**src/rtl/register_bus_scheduler_pkg.sv**
```systemverilog
// ----------------------------------------------------------------------------
// register_bus_scheduler_pkg
// Shared types and helpers for the register bus scheduler:
//   state_e     - scheduler FSM states
//   PORT_A/B    - requester index encoding (A = CPU core, B = display/scan)
//   MAX_REGS    - upper bound on bank size supported by the decoder
//   onehot_dec  - index -> one-hot decode; indices >= MAX_REGS decode to zero
// No ports; configuration macro REGSCHED_ROUND_ROBIN_EN is not used here.
// ----------------------------------------------------------------------------
package register_bus_scheduler_pkg;

  typedef enum logic [2:0] {
    IDLE       = 3'd0,
    WRITE      = 3'd1,
    RD_DRIVE   = 3'd2,
    RD_CAPTURE = 3'd3,
    RD_DONE    = 3'd4
  } state_e;

  localparam logic PORT_A   = 1'b0;
  localparam logic PORT_B   = 1'b1;
  localparam int   MAX_REGS = 16;

  function automatic logic [MAX_REGS-1:0] onehot_dec(input logic [31:0] idx);
    onehot_dec = '0;
    for (int i = 0; i < MAX_REGS; i++) begin
      if (idx == 32'(i)) onehot_dec[i] = 1'b1;
    end
  endfunction

endpackage

```
**src/rtl/register_bus_scheduler_if.sv**
```systemverilog
// ----------------------------------------------------------------------------
// register_bus_scheduler_if
// Bundles both requester ports and the register-bank side of the scheduler.
//   a_*/b_* req, we, addr, wdata   : requester -> scheduler
//   a_*/b_* gnt, rvalid, rdata     : scheduler -> requester
//   bank_ce, bank_tick, bank_d     : write strobes and shared D bus
//   bank_cs                        : per-register output enable (1 = high-Z)
//   bank_q                         : shared tri-state read bus (bank -> scheduler)
//   bank_clear                     : bank asynchronous clear
// Modports: slave = scheduler, master = front ends plus register bank.
// ----------------------------------------------------------------------------
interface register_bus_scheduler_if #(
  parameter int NrOfRegs = 8,
  parameter int NrOfBits = 8,
  parameter int AddrBits = 4
);
  logic                a_req,    b_req;
  logic                a_we,     b_we;
  logic [AddrBits-1:0] a_addr,   b_addr;
  logic [NrOfBits-1:0] a_wdata,  b_wdata;
  logic                a_gnt,    b_gnt;
  logic                a_rvalid, b_rvalid;
  logic [NrOfBits-1:0] a_rdata,  b_rdata;
  logic [NrOfRegs-1:0] bank_ce;
  logic                bank_tick;
  logic [NrOfBits-1:0] bank_d;
  logic [NrOfRegs-1:0] bank_cs;
  logic [NrOfBits-1:0] bank_q;
  logic                bank_clear;

  modport slave (
    input  a_req, b_req, a_we, b_we, a_addr, b_addr, a_wdata, b_wdata, bank_q,
    output a_gnt, b_gnt, a_rvalid, b_rvalid, a_rdata, b_rdata,
           bank_ce, bank_tick, bank_d, bank_cs, bank_clear
  );

  modport master (
    output a_req, b_req, a_we, b_we, a_addr, b_addr, a_wdata, b_wdata, bank_q,
    input  a_gnt, b_gnt, a_rvalid, b_rvalid, a_rdata, b_rdata,
           bank_ce, bank_tick, bank_d, bank_cs, bank_clear
  );
endinterface

```
**src/rtl/register_bus_scheduler_arbiter.sv**
```systemverilog
// ----------------------------------------------------------------------------
// register_bus_scheduler_arbiter
// Picks which requester the scheduler serves next.
//   Clock, Reset (sync, active-low), a_req, b_req, grant_take (winner accepted)
//   winner (PORT_A/PORT_B), valid (any request pending)
// REGSCHED_ROUND_ROBIN_EN defined : on a tie the port not served last wins;
//                                   the priority pointer moves on every grant.
// REGSCHED_ROUND_ROBIN_EN undefined: fixed priority, A beats B; stateless.
// ----------------------------------------------------------------------------
module register_bus_scheduler_arbiter
  import register_bus_scheduler_pkg::*;
(
  input  logic Clock,
  input  logic Reset,
  input  logic a_req,
  input  logic b_req,
  input  logic grant_take,
  output logic winner,
  output logic valid
);

  assign valid = a_req | b_req;

`ifdef REGSCHED_ROUND_ROBIN_EN
  // prio_q names the port that wins the next tie.
  logic prio_q;

  always_ff @(posedge Clock) begin
    if (!Reset) begin
      prio_q <= PORT_A;
    end else if (grant_take) begin
      prio_q <= ~winner;
    end
  end

  always_comb begin
    winner = PORT_A;
    if (a_req && b_req) winner = prio_q;
    else if (b_req)     winner = PORT_B;
  end
`else
  assign winner = (b_req && !a_req) ? PORT_B : PORT_A;

  // Fixed priority needs no state; these inputs exist for a uniform interface.
  logic unused_fixed;
  assign unused_fixed = &{1'b0, Clock, Reset, grant_take};
`endif

endmodule

```
**src/rtl/register_bus_scheduler.sv**
```systemverilog
// ----------------------------------------------------------------------------
// register_bus_scheduler
// Shares a bank of clock-enabled, tri-state-output registers between port A
// (CPU) and port B (display/scan). Writes take 2 cycles (IDLE, WRITE); reads
// take 4 (IDLE, RD_DRIVE, RD_CAPTURE, RD_DONE). Every output is a register.
//   Clock  : rising-edge clock
//   Reset  : synchronous, active-low
//   bus    : register_bus_scheduler_if.slave (requesters + bank side)
// Configuration macro: REGSCHED_ROUND_ROBIN_EN (round-robin tie break,
// otherwise A has fixed priority).
// ----------------------------------------------------------------------------
module register_bus_scheduler
  import register_bus_scheduler_pkg::*;
#(
  parameter int NrOfRegs = 8,
  parameter int NrOfBits = 8,
  parameter int AddrBits = 4
) (
  input logic                     Clock,
  input logic                     Reset,
  register_bus_scheduler_if.slave bus
);

  state_e              state_q;
  logic                port_q;
  logic [AddrBits-1:0] addr_q;
  logic                a_gnt_q, b_gnt_q, a_rvalid_q, b_rvalid_q;
  logic [NrOfBits-1:0] a_rdata_q, b_rdata_q;
  logic [NrOfRegs-1:0] ce_q, cs_q;
  logic                tick_q;
  logic [NrOfBits-1:0] d_q;
  logic                clear_q, hold_q;

  logic                arb_winner, arb_valid, grant_take;
  logic                sel_we;
  logic [AddrBits-1:0] sel_addr;
  logic [NrOfBits-1:0] sel_wdata;
  logic [MAX_REGS-1:0] dec_w;
  logic [NrOfRegs-1:0] sel_dec;
  logic                cap_in_range;
  logic                unused_dec;

  assign grant_take = (state_q == IDLE) && arb_valid;

  register_bus_scheduler_arbiter u_arb (
    .Clock      (Clock),
    .Reset      (Reset),
    .a_req      (bus.a_req),
    .b_req      (bus.b_req),
    .grant_take (grant_take),
    .winner     (arb_winner),
    .valid      (arb_valid)
  );

  assign sel_we    = (arb_winner == PORT_B) ? bus.b_we    : bus.a_we;
  assign sel_addr  = (arb_winner == PORT_B) ? bus.b_addr  : bus.a_addr;
  assign sel_wdata = (arb_winner == PORT_B) ? bus.b_wdata : bus.a_wdata;

  // Out-of-range indices land above bit NrOfRegs-1 (or nowhere), so the slice
  // below yields no enable and no chip-select for them.
  assign dec_w        = onehot_dec(32'(sel_addr));
  assign sel_dec      = dec_w[NrOfRegs-1:0];
  assign unused_dec   = ^dec_w;
  assign cap_in_range = 32'(addr_q) < 32'(NrOfRegs);

  always_ff @(posedge Clock) begin
    if (!Reset) begin
      state_q    <= IDLE;
      port_q     <= PORT_A;
      addr_q     <= '0;
      a_gnt_q    <= 1'b0;
      b_gnt_q    <= 1'b0;
      a_rvalid_q <= 1'b0;
      b_rvalid_q <= 1'b0;
      a_rdata_q  <= '0;
      b_rdata_q  <= '0;
      ce_q       <= '0;
      tick_q     <= 1'b0;
      d_q        <= '0;
      cs_q       <= '1;
      clear_q    <= 1'b1;
      hold_q     <= 1'b1;
    end else begin
      // hold_q stretches the bank clear by one cycle past reset release.
      clear_q    <= hold_q;
      hold_q     <= 1'b0;
      a_gnt_q    <= 1'b0;
      b_gnt_q    <= 1'b0;
      a_rvalid_q <= 1'b0;
      b_rvalid_q <= 1'b0;
      ce_q       <= '0;
      tick_q     <= 1'b0;
      d_q        <= '0;
      case (state_q)
        IDLE: begin
          if (arb_valid) begin
            port_q  <= arb_winner;
            addr_q  <= sel_addr;
            a_gnt_q <= (arb_winner == PORT_A);
            b_gnt_q <= (arb_winner == PORT_B);
            if (sel_we) begin
              state_q <= WRITE;
              ce_q    <= sel_dec;
              tick_q  <= 1'b1;
              d_q     <= sel_wdata;
            end else begin
              state_q <= RD_DRIVE;
              cs_q    <= ~sel_dec;
            end
          end
        end
        WRITE:    state_q <= IDLE;
        RD_DRIVE: state_q <= RD_CAPTURE;
        RD_CAPTURE: begin
          if (port_q == PORT_A) begin
            a_rdata_q  <= cap_in_range ? bus.bank_q : '0;
            a_rvalid_q <= 1'b1;
          end else begin
            b_rdata_q  <= cap_in_range ? bus.bank_q : '0;
            b_rvalid_q <= 1'b1;
          end
          cs_q    <= '1;
          state_q <= RD_DONE;
        end
        RD_DONE:  state_q <= IDLE;
        default: begin
          state_q <= IDLE;
          cs_q    <= '1;
        end
      endcase
    end
  end

  assign bus.a_gnt      = a_gnt_q;
  assign bus.b_gnt      = b_gnt_q;
  assign bus.a_rvalid   = a_rvalid_q;
  assign bus.b_rvalid   = b_rvalid_q;
  assign bus.a_rdata    = a_rdata_q;
  assign bus.b_rdata    = b_rdata_q;
  assign bus.bank_ce    = ce_q;
  assign bus.bank_tick  = tick_q;
  assign bus.bank_d     = d_q;
  assign bus.bank_cs    = cs_q;
  assign bus.bank_clear = clear_q;

endmodule

```
**src/flat_wrapper.sv**
```systemverilog
// flat-port wrapper written by rule: the top's interface ports become plain ports
module register_bus_scheduler_flat import register_bus_scheduler_pkg::*;
#(
  parameter int NrOfRegs = 8,
  parameter int NrOfBits = 8,
  parameter int AddrBits = 4
)
  (Clock, Reset, bus_a_req, bus_b_req, bus_a_we, bus_b_we, bus_a_addr, bus_b_addr, bus_a_wdata, bus_b_wdata, bus_bank_q, bus_a_gnt, bus_b_gnt, bus_a_rvalid, bus_b_rvalid, bus_a_rdata, bus_b_rdata, bus_bank_ce, bus_bank_tick, bus_bank_d, bus_bank_cs, bus_bank_clear);
  register_bus_scheduler_if #(.NrOfRegs(NrOfRegs), .NrOfBits(NrOfBits), .AddrBits(AddrBits)) bus_i ();
  input logic Clock;
  input logic Reset;
  input wire logic [$bits(bus_i.a_req)-1:0] bus_a_req;
  input wire logic [$bits(bus_i.b_req)-1:0] bus_b_req;
  input wire logic [$bits(bus_i.a_we)-1:0] bus_a_we;
  input wire logic [$bits(bus_i.b_we)-1:0] bus_b_we;
  input wire logic [$bits(bus_i.a_addr)-1:0] bus_a_addr;
  input wire logic [$bits(bus_i.b_addr)-1:0] bus_b_addr;
  input wire logic [$bits(bus_i.a_wdata)-1:0] bus_a_wdata;
  input wire logic [$bits(bus_i.b_wdata)-1:0] bus_b_wdata;
  input wire logic [$bits(bus_i.bank_q)-1:0] bus_bank_q;
  output wire logic [$bits(bus_i.a_gnt)-1:0] bus_a_gnt;
  output wire logic [$bits(bus_i.b_gnt)-1:0] bus_b_gnt;
  output wire logic [$bits(bus_i.a_rvalid)-1:0] bus_a_rvalid;
  output wire logic [$bits(bus_i.b_rvalid)-1:0] bus_b_rvalid;
  output wire logic [$bits(bus_i.a_rdata)-1:0] bus_a_rdata;
  output wire logic [$bits(bus_i.b_rdata)-1:0] bus_b_rdata;
  output wire logic [$bits(bus_i.bank_ce)-1:0] bus_bank_ce;
  output wire logic [$bits(bus_i.bank_tick)-1:0] bus_bank_tick;
  output wire logic [$bits(bus_i.bank_d)-1:0] bus_bank_d;
  output wire logic [$bits(bus_i.bank_cs)-1:0] bus_bank_cs;
  output wire logic [$bits(bus_i.bank_clear)-1:0] bus_bank_clear;
  assign bus_i.a_req = bus_a_req;
  assign bus_i.b_req = bus_b_req;
  assign bus_i.a_we = bus_a_we;
  assign bus_i.b_we = bus_b_we;
  assign bus_i.a_addr = bus_a_addr;
  assign bus_i.b_addr = bus_b_addr;
  assign bus_i.a_wdata = bus_a_wdata;
  assign bus_i.b_wdata = bus_b_wdata;
  assign bus_i.bank_q = bus_bank_q;
  assign bus_a_gnt = bus_i.a_gnt;
  assign bus_b_gnt = bus_i.b_gnt;
  assign bus_a_rvalid = bus_i.a_rvalid;
  assign bus_b_rvalid = bus_i.b_rvalid;
  assign bus_a_rdata = bus_i.a_rdata;
  assign bus_b_rdata = bus_i.b_rdata;
  assign bus_bank_ce = bus_i.bank_ce;
  assign bus_bank_tick = bus_i.bank_tick;
  assign bus_bank_d = bus_i.bank_d;
  assign bus_bank_cs = bus_i.bank_cs;
  assign bus_bank_clear = bus_i.bank_clear;
  register_bus_scheduler #(.NrOfRegs(NrOfRegs), .NrOfBits(NrOfBits), .AddrBits(AddrBits)) u_core (.Clock(Clock), .Reset(Reset), .bus(bus_i));
endmodule
```
**config.mk**
```make
export PLATFORM = sky130hd
export DESIGN_NAME = register_bus_scheduler_flat
export DESIGN_NICKNAME = d
export VERILOG_FILES = /design/src/rtl/register_bus_scheduler_pkg.sv /design/src/rtl/register_bus_scheduler_if.sv /design/src/rtl/register_bus_scheduler_arbiter.sv /design/src/rtl/register_bus_scheduler.sv /design/src/flat_wrapper.sv
export SDC_FILE = /design/constraint.sdc
export NUM_CORES = 1
export LEC_CHECK = 0
export ABC_AREA = 1
export CAP_MARGIN = 10
export CORE_UTILIZATION = 35
export DETAILED_ROUTE_END_ITERATION = 12
export DONT_BUFFER_PORTS = 1
export SYNTH_ARGS = -nofsm -noshare
export SYNTH_HDL_FRONTEND = slang
export SYNTH_SLANG_ARGS = --single-unit
```
**constraint.sdc**
```tcl
create_clock -name Clock -period 2.42 [get_ports Clock]
set_input_delay 0.121 -clock Clock [delete_from_list [all_inputs] [get_ports Clock]]
set_output_delay 0.121 -clock Clock [all_outputs]
set_load 0.01 [all_outputs]
```
==> results of run 1 <==
[registers in the layout, indices dropped and copies added (netlist names)]
name,cells
u_core.addr_q,1
u_core.bus.a_gnt,1
u_core.bus.a_rdata,8
u_core.bus.a_rvalid,1
u_core.bus.b_gnt,1
u_core.bus.b_rdata,8
u_core.bus.b_rvalid,1
u_core.bus.bank_ce,8
u_core.bus.bank_clear,1
u_core.bus.bank_cs,8
u_core.bus.bank_d,8
u_core.bus.bank_tick,1
u_core.hold_q,1
u_core.port_q,1
u_core.state_q,3
[per-layer routing]
metal  GRT usage  vias up
li1            -      946
met5           0        -
met3      0.0629        7
met4      0.0455        0
met1       0.181      794
met2       0.282       60
[cells in the final DEF (no fill, tap or decap)]
master | netlist | routed
nor3_1 | 7 | 7
inv_1 | 25 | 25
nor3_4 | 1 | 1
or2_2 | 1 | 1
nand2_4 | 1 | 1
bufinv_16 | 0 | 1
nor2_2 | 1 | 1
inv_2 | 2 | 2
nor2_1 | 48 | 48
a21oi_2 | 7 | 7
a21oi_1 | 12 | 12
o21ai_0 | 9 | 9
o21ai_2 | 1 | 1
dlygate4sd3_1 | 0 | 17
buf_4 | 0 | 2
nand3_1 | 26 | 26
nand3b_1 | 4 | 4
dfxtp_1 | 52 | 52
clkbuf_8 | 0 | 7
nor2_4 | 2 | 2
o22ai_1 | 1 | 1
nand2_1 | 80 | 80
clkinv_1 | 2 | 2
[how the worst max path moves through the flow]
| stage | slack, ns | start | end |
|---|---|---|---|
| final | 0.40 | u_core.state_q[2] | u_core.bus.bank_d[2] |
| after global routing | 0.25 | u_core.state_q[2] | u_core.bus.bank_d[2] |
| after CTS | 0.43 | u_core.state_q[2] | u_core.bus.bank_d[2] |
| after detailed placement | 0.80 | bus_a_req | u_core.bus.bank_cs[1] |
| after global placement | 0.83 | bus_a_req | u_core.bus.bank_cs[2] |
| after floorplan | 1.08 | u_core.state_q[2] | u_core.bus.bank_d[0] |
[cells by family (layout without fill, tap and decap cells)]
kind of cell,Yosys count,in the layout
flops,52,52
buf+inv,38,56
simple gates,171,171
compound gates,30,30
[final cells by class]
class                   instances  share of cell area
clock buffers                   7              0.0390
clock inverters                 1              0.0122
inverters                      29              0.0441
multi-input cells             201               0.372
flip-flops and latches         52               0.421
well taps                      72              0.0365
repair buffers                 19              0.0749
[stage by stage]
step	setup WS, ns	instance area (um^2)	hold WS (ns)	cells
3_3_place_gp	0.831	2170	0.215	356
5_1_grt	0.251	2470	0.0734	381
2_1_floorplan	1.08	2110	0.257	291
3_5_place_dp	0.798	2170	0.214	356
6_report	0.399	2470	0.0523	381
4_1_cts	0.430	2470	0.0464	381
[critical path: stages (launching register included)]
cell and delay [ns]:
dfxtp_1 0.37, nor3_4 0.36, o21ai_2 0.15, nor2_4 0.19, nand2_4 0.17, a21oi_1 0.16, dlygate4sd3_1 0.56
[power groups by stage]
stage               Clock [uW]  Combinational [uW]  Sequential (uW)
finish                     644                 217              935
global route               700                 248              943
CTS                        661                 216              937
detailed placement           0                 193              957
global placement             0                 190              956
floorplan                    0                 169              944
==> flow_metrics.tcl, run 1 <==
set metrics [dict create \
    grt_max_degree 19 \
    combPwrFrac 0.121 \
    power.switching_uw 463 \
    clock.fmax_mhz 495 \
    syn_to_final_growth_pct 16.9 \
    cp-end-kind "register" \
    critPathRequiredTime_ns 2.67 \
    wire_per_inst_um 13.1 \
    critPathMaxFanout 17 \
    chipHeight_um 79.7 \
    synthAdderAreaFrac 0 \
    clock_path_buffers 2 \
    synth_common_cells "nand2_1 (80), dfxtp_1 (52), nor2_1 (48)" \
    yosys_register_bits 52 \
    ys_top_cells_by_area "dfxtp_1 (49%), nand2_1 (14%), nor2_1 (8.5%)" \
    p_int_uw 1330 \
    post_cts_buffers 0 \
    start_kind "register" \
    antenna_found_initial 0 \
    totalWireLength_um 4980 \
    post-route-period-util 0.835 \
    first_global_vias 1749 \
    synth_edf_count 0 \
    wl_met3_um 440 \
    rows 27 \
    nFillCells 574 \
    cts_tree "yes" \
    power_frac_clock 0.358 \
    ios 84 \
    multiInputGateArea_um2 920 \
    top_layer "met4" \
    yosysTopAreaCell "dfxtp_1" \
    dpl.hpwl_um 3500 \
    worstSetupPathType "register to register" \
    rrSetupSlack_ns 0.40 \
    max-vdd-ir-drop_uv 297 \
    cts.sinks 52 \
    gp_congestion 0.783 \
    crit_arrival_ns 2.27 \
    synth_compound_area_frac 0.0858 \
    initial_utilization 0.373 \
    regArea_um2 1040 \
    cts_root_buffer "clkbuf_8" \
    setup_viol 0 \
    async_flop_share 0 \
    groute.usage.overall 0.162 \
    ys_types 23 \
    htree_levels 2 \
    final-hold-violation-count 0 \
    syn_avg_cell_area_um2 7.27 \
    power_density_nw_per_um2 727 \
    finish.utilization 0.435 \
    max-cap-violations 0 \
    r2r-end "u_core.bus.bank_d[2]" \
    wl_met2_um 2300 \
    synth_top_area_share 0.492 \
    hold_class "input port to register" \
    syn_inst 291 \
    clock_skew_ns 0.00434 \
    cts_made_buffers 5 \
    synth_simple_gate_area_frac 0.349 \
    synth_top_family_by_area "simple AND/OR/NAND/NOR gates" \
    holdPathEnd "u_core.addr_q[3]" \
    swShare 0.258 \
    drive_gt1_frac 0.0841 \
    status "completed" \
    worstSkewPairLatency_ns 0.30 \
    syn-num-nets 329 \
    clkTransAtPathRegs_ns 0.09 \
    numPortBuffers 0 \
    drt_iter0_drc 71 \
    grt_overflow_total 0 \
    whs_path_depth 3 \
    r2r-start "u_core.state_q[2]" \
    diodes 0 \
    holdBufCountCts 17 \
    finalMaxSlewViolations 0 \
    vias 1807 \
    power_uw 1800 \
    die_w_um 79.7 \
    synth_area_um2 2110 \
    core_area_um2 5680 \
    finalSetupTns_ns 0 \
    tightest_slew_ns 0.417 \
    first_pass_iters 4 \
    r2r_cells 6 \
    die_area_um2 6360 \
    grt_pass1_wl_um 7910 \
    hold_start "bus_b_req" \
    ant_nets 0 \
    nNetsFinal 346 \
    period_needed_ns 2.02 \
    synth_most_common_cell "nand2_1" \
    drt_drc_violations_left 0 \
    synthXorXnorAreaFrac 0 \
    rsz0062_at_grt "false" \
    ys_seq_area_frac 0.492 \
    yosysWarnings 0 \
    detail_route.wirelength.met1_um 2170 \
    muxShareOfSynthArea 0 \
    cts_resized 0 \
    slew_headroom 0.721 \
    synth_flop_cell "dfxtp_1" \
    power_frac_seq 0.521 \
    via_per_inst 4.74 \
    p_leak_uw 0.00110 \
]
(Power assumes the default switching activity.)
==> inputs of run 2 (changes only) <==
ABC_AREA = 0   (was 1)
clock period = 1.7 ns   (was 2.42 ns; I/O delays follow)
==> flow_metrics.tcl, run 2 <==
set metrics [dict create \
    status "completed" \
    clock_path_buffers 2 \
    ant_nets 0 \
    rows 26 \
    final_common_cell "nand2_1" \
    drt_drc_violations_left 0 \
    vias 1559 \
    crit_arrival_ns 1.80 \
    cts.sinks 52 \
    cp-end-kind "register" \
    totalWireLength_um 4720 \
    cts_tree "yes" \
    drive_gt1_frac 0.0820 \
    hold_class "input port to register" \
    synth_common_cells "nand2_1 (55), dfxtp_1 (52), a21oi_1 (28)" \
    grt_overflow_total 0 \
    wire_per_inst_um 15.0 \
    cts_made_buffers 5 \
    dpl.hpwl_um 3270 \
    clkTransAtPathRegs_ns 0.10 \
    max-cap-violations 0 \
    ys_types 39 \
    instances_no_fill 314 \
    rsz0062_at_grt "false" \
    via_per_inst 4.96 \
    nNetsFinal 281 \
    synth_top_area_share 0.539 \
    dp_slack_ns 0.125 \
    chipHeight_um 76.3 \
    grt_pass1_wl_um 7760 \
    worst_slack_ns 0.108 \
    post-route-period-util 0.936 \
    critPathMaxFanout 7 \
    synth_area_um2 1930 \
    numPortBuffers 0 \
    syn_to_final_growth_pct 19.4 \
    worstSkewPairLatency_ns 0.31 \
    period_needed_ns 1.59 \
    clock.fmax_mhz 628 \
    grt_max_degree 22 \
    yosys_register_bits 52 \
    synth_edf_count 0 \
    synth_flop_cell "dfxtp_1" \
    max-vdd-ir-drop_uv 430 \
    drt_iter0_drc 60 \
    ios 84 \
    first_global_vias 1557 \
    slew_headroom 0.627 \
    first_pass_iters 4 \
    async_flop_share 0 \
    yosysWarnings 0 \
    worstSetupPathType "register to register" \
    die_w_um 76.3 \
    setup_viol 0 \
    finalMaxSlewViolations 0 \
    cts_root_buffer "clkbuf_8" \
    syn-num-nets 258 \
    critPathRequiredTime_ns 1.90 \
    finalSetupTns_ns 0 \
    htree_levels 2 \
    yosysTopAreaCell "dfxtp_1" \
    core_area_um2 5200 \
    final-hold-violation-count 0 \
    tightest_slew_ns 0.558 \
    start_kind "register" \
    most-common-layout-cells "nand2_1 (55), dfxtp_1 (52), a21oi_1 (28)" \
    diodes 0 \
    ys_top_cells_by_area "dfxtp_1 (54%), nand2_1 (11%), a21oi_1 (7.2%)" \
    ys_seq_area_frac 0.539 \
    cts_resized 0 \
    syn_inst 220 \
    groute.usage.overall 0.171 \
    initial_utilization 0.371 \
    synth_most_common_cell "nand2_1" \
    power_density_nw_per_um2 974 \
    syn_avg_cell_area_um2 8.79 \
    dp.cells 287 \
    gp_congestion 0.764 \
    p_leak_uw 0.000849 \
    clock_skew_ns 0.00703 \
    antenna_found_initial 0 \
    die_area_um2 5820 \
]
-- run 2: cell types whose count changed after synthesis, sizes merged, moves of 6 or more --
cell,delta
inv,-23
a21oi,+9
nand3,-24
o21ai,-6
nand2,-25
nor2,-35
o22a,+6
nor2b,+9
-- run 2: layout make-up --
type / count / area, um^2
repair buffers: 24 / 228
clock inverters: 3 / 26.3
inverters: 4 / 15.0
multi-input cells: 156 / 842
well taps: 70 / 87.6
flip-flops and latches: 52 / 1040
fillers: 538 / 2900
clock buffers: 5 / 68.8
-- run 2: report_power, final --
group | total, uW | internal, uW | switching [uW] | leakage, uW
logic | 223 | 103 | 120 | 0.000379
clock network | 727 | 301 | 426 | 0.0000487
registers | 1300 | 1250 | 45.1 | 0.000422
-- run 2: through the flow --
step / power, uW / util / hold slack [ns] / cell area (um^2)
after global routing: 2360 / 0.444 / 0.0446 / 2310
after CTS: 2280 / 0.444 / 0.0240 / 2310
after detailed placement: 1510 / 0.389 / 0.163 / 2020
after floorplan: 1460 / - / 0.158 / 1930
final: 2250 / 0.444 / 0.0303 / 2310
after global placement: 1510 / 0.389 / 0.160 / 2020
-- run 2: path summary, 6_finish.rpt --
check | to | slack, ns | depth (start not counted) | startpoint
min reg2reg | u_core.bus.bank_clear | 0.41 | 1 | u_core.hold_q
max | u_core.bus.bank_cs[0] | 0.11 | 4 | u_core.state_q[2]
min | u_core.bus.bank_ce[7] | 0.03 | 2 | bus_a_addr[0]
max reg2reg | u_core.bus.bank_cs[0] | 0.11 | 4 | u_core.state_q[2]
-- run 2: critical path, cell delays in order, from the launching register on --
cell and delay (ns):
dfxtp_1 0.38, or3b_4 0.45, nor3_4 0.25, o211ai_1 0.19, o22a_1 0.22
-- run 2: logic make-up (layout without fill, tap and decap cells) --
logic type,count (synthesis),count (layout),synth area share
AND/OR/NAND/NOR,106,106,0.273
flip-flops,52,52,0.539
AO/OA/AOI/OAI,48,48,0.148
buffers and inverters,12,36,0.0259
multiplexers,2,2,0.0149
-- run 2: routing by layer --
| metal | routed length (um) | GRT usage | part of all wire |
|---|---|---|---|
| met5 | 0 | 0 | 0 |
| met4 | 78 | 0.0750 | 0.017 |
| met3 | 327 | 0.0671 | 0.069 |
| met2 | 2210 | 0.267 | 0.47 |
| met1 | 2110 | 0.208 | 0.45 |
-- run 2: repair_timing --
item	in CTS	in global routing
setup buffers	0	0
endpoints found under the hold margin	13	0
hold buffers	19	0
==> inputs of run 3 (changes only) <==
CORE_MARGIN = 10   (was default)
REMOVE_ABC_BUFFERS = 1   (was default)
==> flow_metrics.tcl, run 3 (synthesis results as in run 2) <==
set metrics [dict create \
    crit_end "u_core.bus.bank_cs[0]" \
    post-route-period-util 0.918 \
    p_int_uw 1670 \
    max-vdd-ir-drop_uv 425 \
    die_w_um 94.3 \
    chipHeight_um 94.3 \
    holdWs_ns 0.0187 \
    final_common_cell "nand2_1" \
    r2r-start "u_core.state_q[2]" \
    syn_to_final_growth_pct 19.5 \
    power_uw 2270 \
    most-common-layout-cells "nand2_1 (55), dfxtp_1 (52), a21oi_1 (28)" \
    ant_nets 0 \
    gp_congestion 0.802 \
    final-hold-violation-count 0 \
    cts_root_buffer "clkbuf_8" \
    ios 84 \
    drive_gt1_frac 0.0820 \
    cts.sinks 52 \
    clock_path_buffers 2 \
    hold_start "bus_b_req" \
    finalMaxSlewViolations 0 \
    grt_overflow_total 0 \
    finalSetupTns_ns 0 \
    nFillCells 512 \
    htree_levels 2 \
    grt_pass1_wl_um 8450 \
    dpl.hpwl_um 3790 \
    worstSetupPathType "register to register" \
    clock_skew_ns 0.0189 \
    combPwrFrac 0.098 \
    via_per_inst 5.02 \
    period_needed_ns 1.56 \
    slew_headroom 0.691 \
    clkTransAtPathRegs_ns 0.11 \
    r2r_cells 4 \
    rrSetupSlack_ns 0.14 \
    swShare 0.266 \
    cts_resized 0 \
    grt_max_degree 20 \
    cp-end-kind "register" \
    wire_per_inst_um 16.3 \
    cp-startpoint "u_core.state_q[2]" \
    initial_utilization 0.369 \
    hold_class "input port to register" \
    start_kind "register" \
    clock.fmax_mhz 641 \
    rows 26 \
    die_area_um2 8900 \
    antenna_found_initial 0 \
    totalWireLength_um 5130 \
    first_global_vias 1654 \
    critPathRequiredTime_ns 1.92 \
    power_frac_clock 0.330 \
    tightest_slew_ns 0.460 \
    status "completed" \
    vias 1576 \
    critPathMaxFanout 7 \
    cts_tree "yes" \
    power_density_nw_per_um2 982 \
    worstSkewPairLatency_ns 0.31 \
    crit_arrival_ns 1.78 \
    r2r-end "u_core.bus.bank_cs[0]" \
    setup_viol 0 \
    p_leak_uw 0.000852 \
    rsz0062_at_grt "false" \
    groute.usage.overall 0.119 \
    core_area_um2 5240 \
    first_pass_iters 4 \
    numPortBuffers 0 \
    power_frac_seq 0.572 \
    nNetsFinal 281 \
    drt_iter0_drc 34 \
    cts_made_buffers 5 \
    max-cap-violations 0 \
    diodes 0 \
    drt_drc_violations_left 0 \
    power.switching_uw 603 \
]
==> run 3: changes by cell type in the layout (fill, tap and decap cells not counted) <==
cell | previous run | this run
clkinv_4 | 2 | 0
inv_8 | 0 | 1
inv_6 | 1 | 2
==> run 3: how the worst min path moves through the flow <==
stage	to	depth (start not counted)
after floorplan	u_core.bus.bank_clear	1
after global placement	u_core.bus.bank_clear	1
after detailed placement	u_core.bus.bank_clear	1
after CTS	u_core.state_q[0]	3
after global routing	u_core.bus.a_rdata[1]	3
final	u_core.state_q[0]	3
==> run 3: metrics by stage <==
stage / utilization / area [um^2] / cells / setup WS (ns)
6_report: 0.441 / 2310 / 314 / 0.139
4_1_cts: 0.441 / 2310 / 314 / 0.140
3_5_place_dp: 0.386 / 2020 / 287 / 0.131
3_3_place_gp: 0.386 / 2020 / 287 / 0.162
2_1_floorplan: - / 1900 / 212 / 0.244
5_1_grt: 0.441 / 2310 / 314 / 0.0685
==> run 3: final cells by class <==
type | count | area (um^2) | share of cell area
Inverter | 4 | 15.0 | 0.00650
Clock inverter | 3 | 28.8 | 0.0125
Timing Repair Buffer | 24 | 228 | 0.0985
Multi-Input combinational cell | 156 | 842 | 0.364
Sequential cell | 52 | 1040 | 0.450
Tap cell | 70 | 87.6 | 0.0379
Clock buffer | 5 | 68.8 | 0.0298
==> run 3: metal layers <==
metal | track usage | part of all wire | vias to the layer above
met2 | 0.181 | 0.44 | 63
met3 | 0.0847 | 0.16 | 2
li1 | - | - | 796
met1 | 0.128 | 0.39 | 715
met4 | 0.0380 | 0.0041 | 0
met5 | 0 | 0 | -
==> run 3: repair_timing <==
| action | CTS | global route |
|---|---|---|
| setup buffers | 0 | 0 |
| hold endpoints to repair | 14 | 0 |
| hold buffers | 19 | 0 |
==> run 3: worst max-delay path, stage by stage, from the launching register on <==
cell and delay (ns):
dfxtp_1 0.37, or3b_4 0.44, nor3_4 0.27, o211ai_1 0.18, o22a_1 0.22
==> run 3: power groups by stage <==
stage                     clock network, uW  registers [uW]  logic, uW
final                                   750            1300        223
after global routing                    850            1310        252
after CTS                               795            1300        222
after detailed placement                  0            1330        186
after global placement                    0            1330        184
after floorplan                           0            1320        139
